--- config.mk ---
export PLATFORM = sky130hd
export DESIGN_NAME = uart_rx
export DESIGN_NICKNAME = d
export VERILOG_FILES = /design/src/rtl/uart_pkg.sv /design/src/rtl/sync_2ff.sv /design/src/rtl/uart_rx.sv
export SDC_FILE = /design/constraint.sdc
export NUM_CORES = 1
export LEC_CHECK = 0
export ABC_CLOCK_PERIOD_IN_PS = 2300
export CAP_MARGIN = 20
export CORE_MARGIN = 3
export CORE_UTILIZATION = 57
export DETAILED_ROUTE_END_ITERATION = 6
export HOLD_SLACK_MARGIN = 0.15
export PLACE_DENSITY = 0.81
export SLEW_MARGIN = 20
export SYNTH_ARGS = -nofsm -noshare
export SYNTH_HDL_FRONTEND = slang
export SYNTH_SLANG_ARGS = --single-unit
--- constraint.sdc ---
create_clock -name clk -period 2.3 [get_ports clk]
set_input_delay 0.46 -clock clk [delete_from_list [all_inputs] [get_ports clk]]
set_output_delay 0.46 -clock clk [all_outputs]
set_load 0.005 [all_outputs]
--- src/rtl/uart_pkg.sv ---
//==============================================================================
// Module      : uart_pkg
// Description : Shared UART definitions: receiver state encoding and bit-timing
//               helpers so transmitter and receiver derive identical periods.
// Revision    : 1.0 - initial release
//==============================================================================
`default_nettype none

package uart_pkg;

    typedef enum logic [2:0] {
        ST_IDLE  = 3'd0,
        ST_START = 3'd1,
        ST_DATA  = 3'd2,
        ST_STOP  = 3'd3,
        ST_BREAK = 3'd4
    } rx_state_t;

    function automatic int pulse_width(input int clk_freq, input int baud);
        return clk_freq / baud;
    endfunction

    function automatic int half_pulse_width(input int clk_freq, input int baud);
        return pulse_width(clk_freq, baud) / 2;
    endfunction

endpackage

`default_nettype wire

--- src/rtl/sync_2ff.sv ---
//==============================================================================
// Module      : sync_2ff
// Description : Two-flop synchronizer for a single asynchronous input, with a
//               configurable reset value.
// Revision    : 1.0 - initial release
//==============================================================================
`default_nettype none

module sync_2ff #(
    parameter logic RESET_VAL = 1'b1
) (
    input  logic clk,
    input  logic rstn,
    input  logic d,
    output logic q
);

    logic r_meta;
    logic r_sync;

    always_ff @(posedge clk) begin
        if (!rstn) begin
            r_meta <= RESET_VAL;
            r_sync <= RESET_VAL;
        end else begin
            r_meta <= d;
            r_sync <= r_meta;
        end
    end

    assign q = r_sync;

endmodule

`default_nettype wire

--- src/rtl/uart_rx.sv ---
//==============================================================================
// Module      : uart_rx
// Description : UART receiver with mid-bit sampling, valid/ready byte output
//               and one-cycle framing-error / overrun pulses.
// Revision    : 1.0 - initial release
//==============================================================================
`default_nettype none

module uart_rx
    import uart_pkg::*;
#(
    parameter int DATA_WIDTH = 8,
    parameter int BAUD_RATE  = 115200,
    parameter int CLK_FREQ   = 12_000_000
) (
    input  logic                  clk,
    input  logic                  rstn,
    input  logic                  sig,
    output logic [DATA_WIDTH-1:0] data,
    output logic                  valid,
    input  logic                  ready,
    output logic                  frame_err,
    output logic                  overrun
);

    localparam int c_PULSE_WIDTH = pulse_width(CLK_FREQ, BAUD_RATE);
    localparam int c_HALF_WIDTH  = half_pulse_width(CLK_FREQ, BAUD_RATE);
    localparam int c_CNT_W       = $clog2(c_PULSE_WIDTH) + 1;
    localparam int c_IDX_W       = (DATA_WIDTH == 1) ? 1 : $clog2(DATA_WIDTH);

    localparam logic [c_CNT_W-1:0] c_PULSE_RELOAD = c_CNT_W'(c_PULSE_WIDTH - 1);
    localparam logic [c_CNT_W-1:0] c_HALF_RELOAD  = c_CNT_W'(c_HALF_WIDTH - 1);
    localparam logic [c_CNT_W-1:0] c_CNT_ONE      = c_CNT_W'(1);
    localparam logic [c_IDX_W-1:0] c_IDX_ONE      = c_IDX_W'(1);
    localparam logic [c_IDX_W-1:0] c_IDX_LAST     = c_IDX_W'(DATA_WIDTH - 1);

    logic                  w_line;
    logic                  r_line_d;
    rx_state_t             r_state,  w_state_nxt;
    logic [c_CNT_W-1:0]    r_cnt,    w_cnt_nxt;
    logic [c_IDX_W-1:0]    r_idx,    w_idx_nxt;
    logic [DATA_WIDTH-1:0] r_shift,  w_shift_nxt;
    logic [DATA_WIDTH-1:0] r_data,   w_data_nxt;
    logic                  r_valid,  w_valid_nxt;
    logic                  r_ferr,   w_ferr_nxt;
    logic                  r_ovr,    w_ovr_nxt;
    logic                  w_cnt_zero;

    sync_2ff #(
        .RESET_VAL (1'b1)
    ) u_sync (
        .clk  (clk),
        .rstn (rstn),
        .d    (sig),
        .q    (w_line)
    );

    assign w_cnt_zero = (r_cnt == '0);

    always_ff @(posedge clk) begin
        if (!rstn) begin
            r_line_d <= 1'b1;
            r_state  <= ST_IDLE;
            r_cnt    <= '0;
            r_idx    <= '0;
            r_shift  <= '0;
            r_data   <= '0;
            r_valid  <= 1'b0;
            r_ferr   <= 1'b0;
            r_ovr    <= 1'b0;
        end else begin
            r_line_d <= w_line;
            r_state  <= w_state_nxt;
            r_cnt    <= w_cnt_nxt;
            r_idx    <= w_idx_nxt;
            r_shift  <= w_shift_nxt;
            r_data   <= w_data_nxt;
            r_valid  <= w_valid_nxt;
            r_ferr   <= w_ferr_nxt;
            r_ovr    <= w_ovr_nxt;
        end
    end

    always_comb begin
        w_state_nxt = r_state;
        w_cnt_nxt   = r_cnt;
        w_idx_nxt   = r_idx;
        w_shift_nxt = r_shift;
        w_data_nxt  = r_data;
        w_valid_nxt = r_valid & ~ready;
        w_ferr_nxt  = 1'b0;
        w_ovr_nxt   = 1'b0;

        case (r_state)
            ST_IDLE: begin
                if (r_line_d && !w_line) begin
                    w_state_nxt = ST_START;
                    w_cnt_nxt   = c_HALF_RELOAD;
                end
            end
            ST_START: begin
                if (!w_cnt_zero) begin
                    w_cnt_nxt = r_cnt - c_CNT_ONE;
                end else if (w_line) begin
                    w_state_nxt = ST_IDLE;
                end else begin
                    w_state_nxt = ST_DATA;
                    w_idx_nxt   = '0;
                    w_cnt_nxt   = c_PULSE_RELOAD;
                end
            end
            ST_DATA: begin
                if (!w_cnt_zero) begin
                    w_cnt_nxt = r_cnt - c_CNT_ONE;
                end else begin
                    w_shift_nxt[r_idx] = w_line;
                    w_cnt_nxt          = c_PULSE_RELOAD;
                    if (r_idx == c_IDX_LAST) begin
                        w_state_nxt = ST_STOP;
                    end else begin
                        w_idx_nxt = r_idx + c_IDX_ONE;
                    end
                end
            end
            ST_STOP: begin
                if (!w_cnt_zero) begin
                    w_cnt_nxt = r_cnt - c_CNT_ONE;
                end else if (w_line) begin
                    // A byte accepted this same cycle frees the slot for the new one
                    if (!r_valid || ready) begin
                        w_data_nxt  = r_shift;
                        w_valid_nxt = 1'b1;
                    end else begin
                        w_ovr_nxt = 1'b1;
                    end
                    w_state_nxt = ST_IDLE;
                end else begin
                    w_ferr_nxt  = 1'b1;
                    w_state_nxt = ST_BREAK;
                end
            end
            ST_BREAK: begin
                if (w_line) begin
                    w_state_nxt = ST_IDLE;
                end
            end
            default: begin
                w_state_nxt = ST_IDLE;
            end
        endcase
    end

    assign data      = r_data;
    assign valid     = r_valid;
    assign frame_err = r_ferr;
    assign overrun   = r_ovr;

endmodule

`default_nettype wire

==> results.yml <==
layout:
  area_delta_synth_final_pct: 12.4
  nFillCells: 266
  n_antenna_cell: 0
  finalInstanceArea_sq_mm: 0.00209
  final_cell_count_no_fill: 258
  drive_above_1_share_pct: 11.7
  layout.nets: 221
synth:
  synth.largest_area_cell: "dfxtp_1"
  ys_seq_area_share_pct: 38.8
  synth_area_sq_mm: 0.00186
  synth_compound_area_share_pct: 11.9
  synth-xor-area-share_pct: 0.472
  synth_edf_count: 0
  synth_nets: 210
  async_flop_share_pct: 0
  ys_seq_elements: 36
  ys.flop_type: "dfxtp_1"
  synthTopCellsByCount: "dfxtp_1 (36), nand2_1 (27), mux2i_1 (20), nor2_1 (12), nand2b_1 (8)"
  yosysMostFrequentCell: "dfxtp_1"
  synth_top_family_by_area: "simple AND/OR/NAND/NOR gates"
  yosys.area_share.adder_pct: 2.70
  synth_simple_gate_area_share_pct: 31.7
  ys_types: 47
  postSynthCellCount: 202
  synth_top_area_share_pct: 38.8
  netlist_top_cells_area: "dfxtp_1 (39%), mux2i_1 (11%), nand2_1 (5.5%)"
  ys.warnings.count: 0
  synthMuxAreaShare_pct: 10.8
  avgSynthCellArea_sq_um: 9.19
floorplan:
  floorplan.initialDensity_pct: 60.3
  ios: 15
  die_area_sq_mm: 0.00398
  fp.dieH_um: 63.1
  fp.dieW_um: 63.1
  core-area_sq_mm: 0.00308
  core.rowCount: 20
grt:
  grt_max_degree: 17
  grt_pass1_vias: 1409
  overflow: 0
  grt_pass1_wl_um: 6270
  antenna_found_initial: 0
  grt.total_usage_pct: 19.6
timing:
  holdWs_ns: 0.421
  tightest_slew_ns: 0.527
  final_max_slew_viol_count: 0
  post-route-period-util_pct: 85.2
  setup_tns_ns: 0
  fin_crit_ns: 1.96
  hold_violations: 0
  rsz0062_at_grt: "false"
  finalClockSkew_ns: 0.00932
  relSlewSlack_pct: 64.8
  finalSetupViolations: 0
  fmaxAchievable_ghz: 0.510
pwr:
  p_sw_mw: 0.650
  power.leakage_nw: 0.744
  power_frac_seq_pct: 41.4
  power.share.clock_pct: 24.4
  switching_share_pct: 36.5
  combPwrFrac_pct: 34.2
  peakVddDrop_mv: 0.495
  power_density_mw_per_mm2: 854
  p_int_mw: 1.13
clocking:
  cts_root_buf: "clkbuf_4"
  cts_buffers: 5
  postCtsSetupBuffers: 0
  clockBufferDepth: 2
  htree_levels: 2
  clkTransAtPathRegs_ns: 0.11
  cts-hold-fix-buffers: 0
  cts_tree: "done"
  clock_latency_ns: 0.34
  cts_sinks: 36
  cts_resized: 0
place:
  port_buffers: 14
  dp_hpwl_um: 2650
  dpl.cell_count: 250
  gp_congestion: 0.848
  place_area_sq_mm: 0.00201
flow_run:
  cap_violations: 0
route:
  finalWirelength_um: 3610
  viasPerCell: 5.78
  first_pass_iters: 5
  wl_per_cell_um: 14.0
  drc: 0
  vias: 1490
  antenna_left: 0
  drtIter0Drc: 93
worst_setup_path:
  end_kind: "flip-flop"
  reg2regPathDepth: 7
  cp_data_required_time_ns: 2.58
  arrival_ns: 2.24
  critical_path.startpoint_type: "flip-flop"
  crit_type: "flip-flop to flip-flop"
  critPathMaxFanout: 5
  rrSetupSlack_ns: 0.34
hold_path:
  holdCritPathClass: "flip-flop to flip-flop"
  min_path_cells: 1
outcome:
  status: "completed"
==> critical path, stage by stage (launching register included) <==
cell and delay [ns]:
dfxtp_1 0.35, inv_1 0.08, ha_1 0.18, or3b_4 0.45, o31ai_1 0.32, a21oi_1 0.11, a311o_1 0.32, a21boi_1 0.11
==> power by group through the flow <==
| stage | Sequential [mW] | Clock, mW | Combinational [mW] |
|---|---|---|---|
| 6_report | 0.737 | 0.434 | 0.610 |
| 5_1_grt | 0.746 | 0.464 | 0.662 |
| 4_1_cts | 0.735 | 0.444 | 0.604 |
| 3_5_place_dp | 0.750 | 0 | 0.600 |
| 3_3_place_gp | 0.745 | 0 | 0.581 |
| 2_1_floorplan | 0.714 | 0 | 0.529 |
==> registers in the layout, indices dropped and copies added, names as in the netlist, 3 cells and up <==
register / count
data: 8
r_cnt: 8
r_idx: 3
r_shift: 8
r_state: 3
==> cell type report <==
| type | count | area [sq um] | area share (%) |
|---|---|---|---|
| multi-input cells | 151 | 1070 | 51.2 |
| clock buffers | 6 | 41.3 | 1.98 |
| repair buffers | 16 | 155 | 7.44 |
| well taps | 44 | 55.1 | 2.64 |
| clock inverters | 2 | 35.0 | 1.68 |
| inverters | 3 | 11.3 | 0.540 |
| flip-flops and latches | 36 | 721 | 34.6 |
==> logic make-up (layout without fill, tap and decap cells) <==
logic type               after synthesis  after routing
AND/OR/NAND/NOR                       94             94
flip-flops                            36             36
AO/OA/AOI/OAI                         32             32
multiplexers                          20             20
buffers and inverters                 15             27
adder cells (fa/ha/maj)                4              4
XOR/XNOR                               1              1
==> path summary, 6_finish.rpt <==
| check | from | end |
|---|---|---|
| worst max-delay path | r_cnt[0]$_SDFFE_PN0P_ | r_cnt[6]$_SDFFE_PN0P_ |
| worst min register to register | u_sync.r_meta$_SDFF_PN1_ | u_sync.q$_SDFF_PN1_ |
| worst max register to register | r_cnt[0]$_SDFFE_PN0P_ | r_cnt[6]$_SDFFE_PN0P_ |
| worst min-delay path | u_sync.r_meta$_SDFF_PN1_ | u_sync.q$_SDFF_PN1_ |
==> cells in the final DEF, fill, tap and decap left out, types with 4 or more instances in the layout <==
cell type,count
nand2_1,27
a21oi_1,7
dfxtp_1,36
nand2b_1,8
clkbuf_4,5
clkdlybuf4s50_1,14
nor2_1,12
nor3_1,5
a31oi_1,4
o21ai_0,7
mux2i_1,20
ha_1,4
nor2b_1,6
nand3_1,6
and2_1,5
==> metal layers <==
metal | global-route usage [%] | wire (um) | vias to the layer above
li1 | - | - | 733
met1 | 22.6 | 1540 | 700
met2 | 34.0 | 1810 | 44
met3 | 5.53 | 188 | 13
met4 | 7.44 | 75 | 0
met5 | 0 | 0 | -
==> per-stage QoR <==
step | power (mW) | setup slack [ns] | utilization, %
after floorplan | 1.24 | 0.549 | -
after detailed placement | 1.35 | 0.365 | 65.3
after global routing | 1.87 | 0.174 | 67.8
after global placement | 1.33 | 0.393 | 65.3
final | 1.78 | 0.340 | 67.8
after CTS | 1.78 | 0.331 | 67.8
No activity file was read; power rests on OpenSTA's default activity.
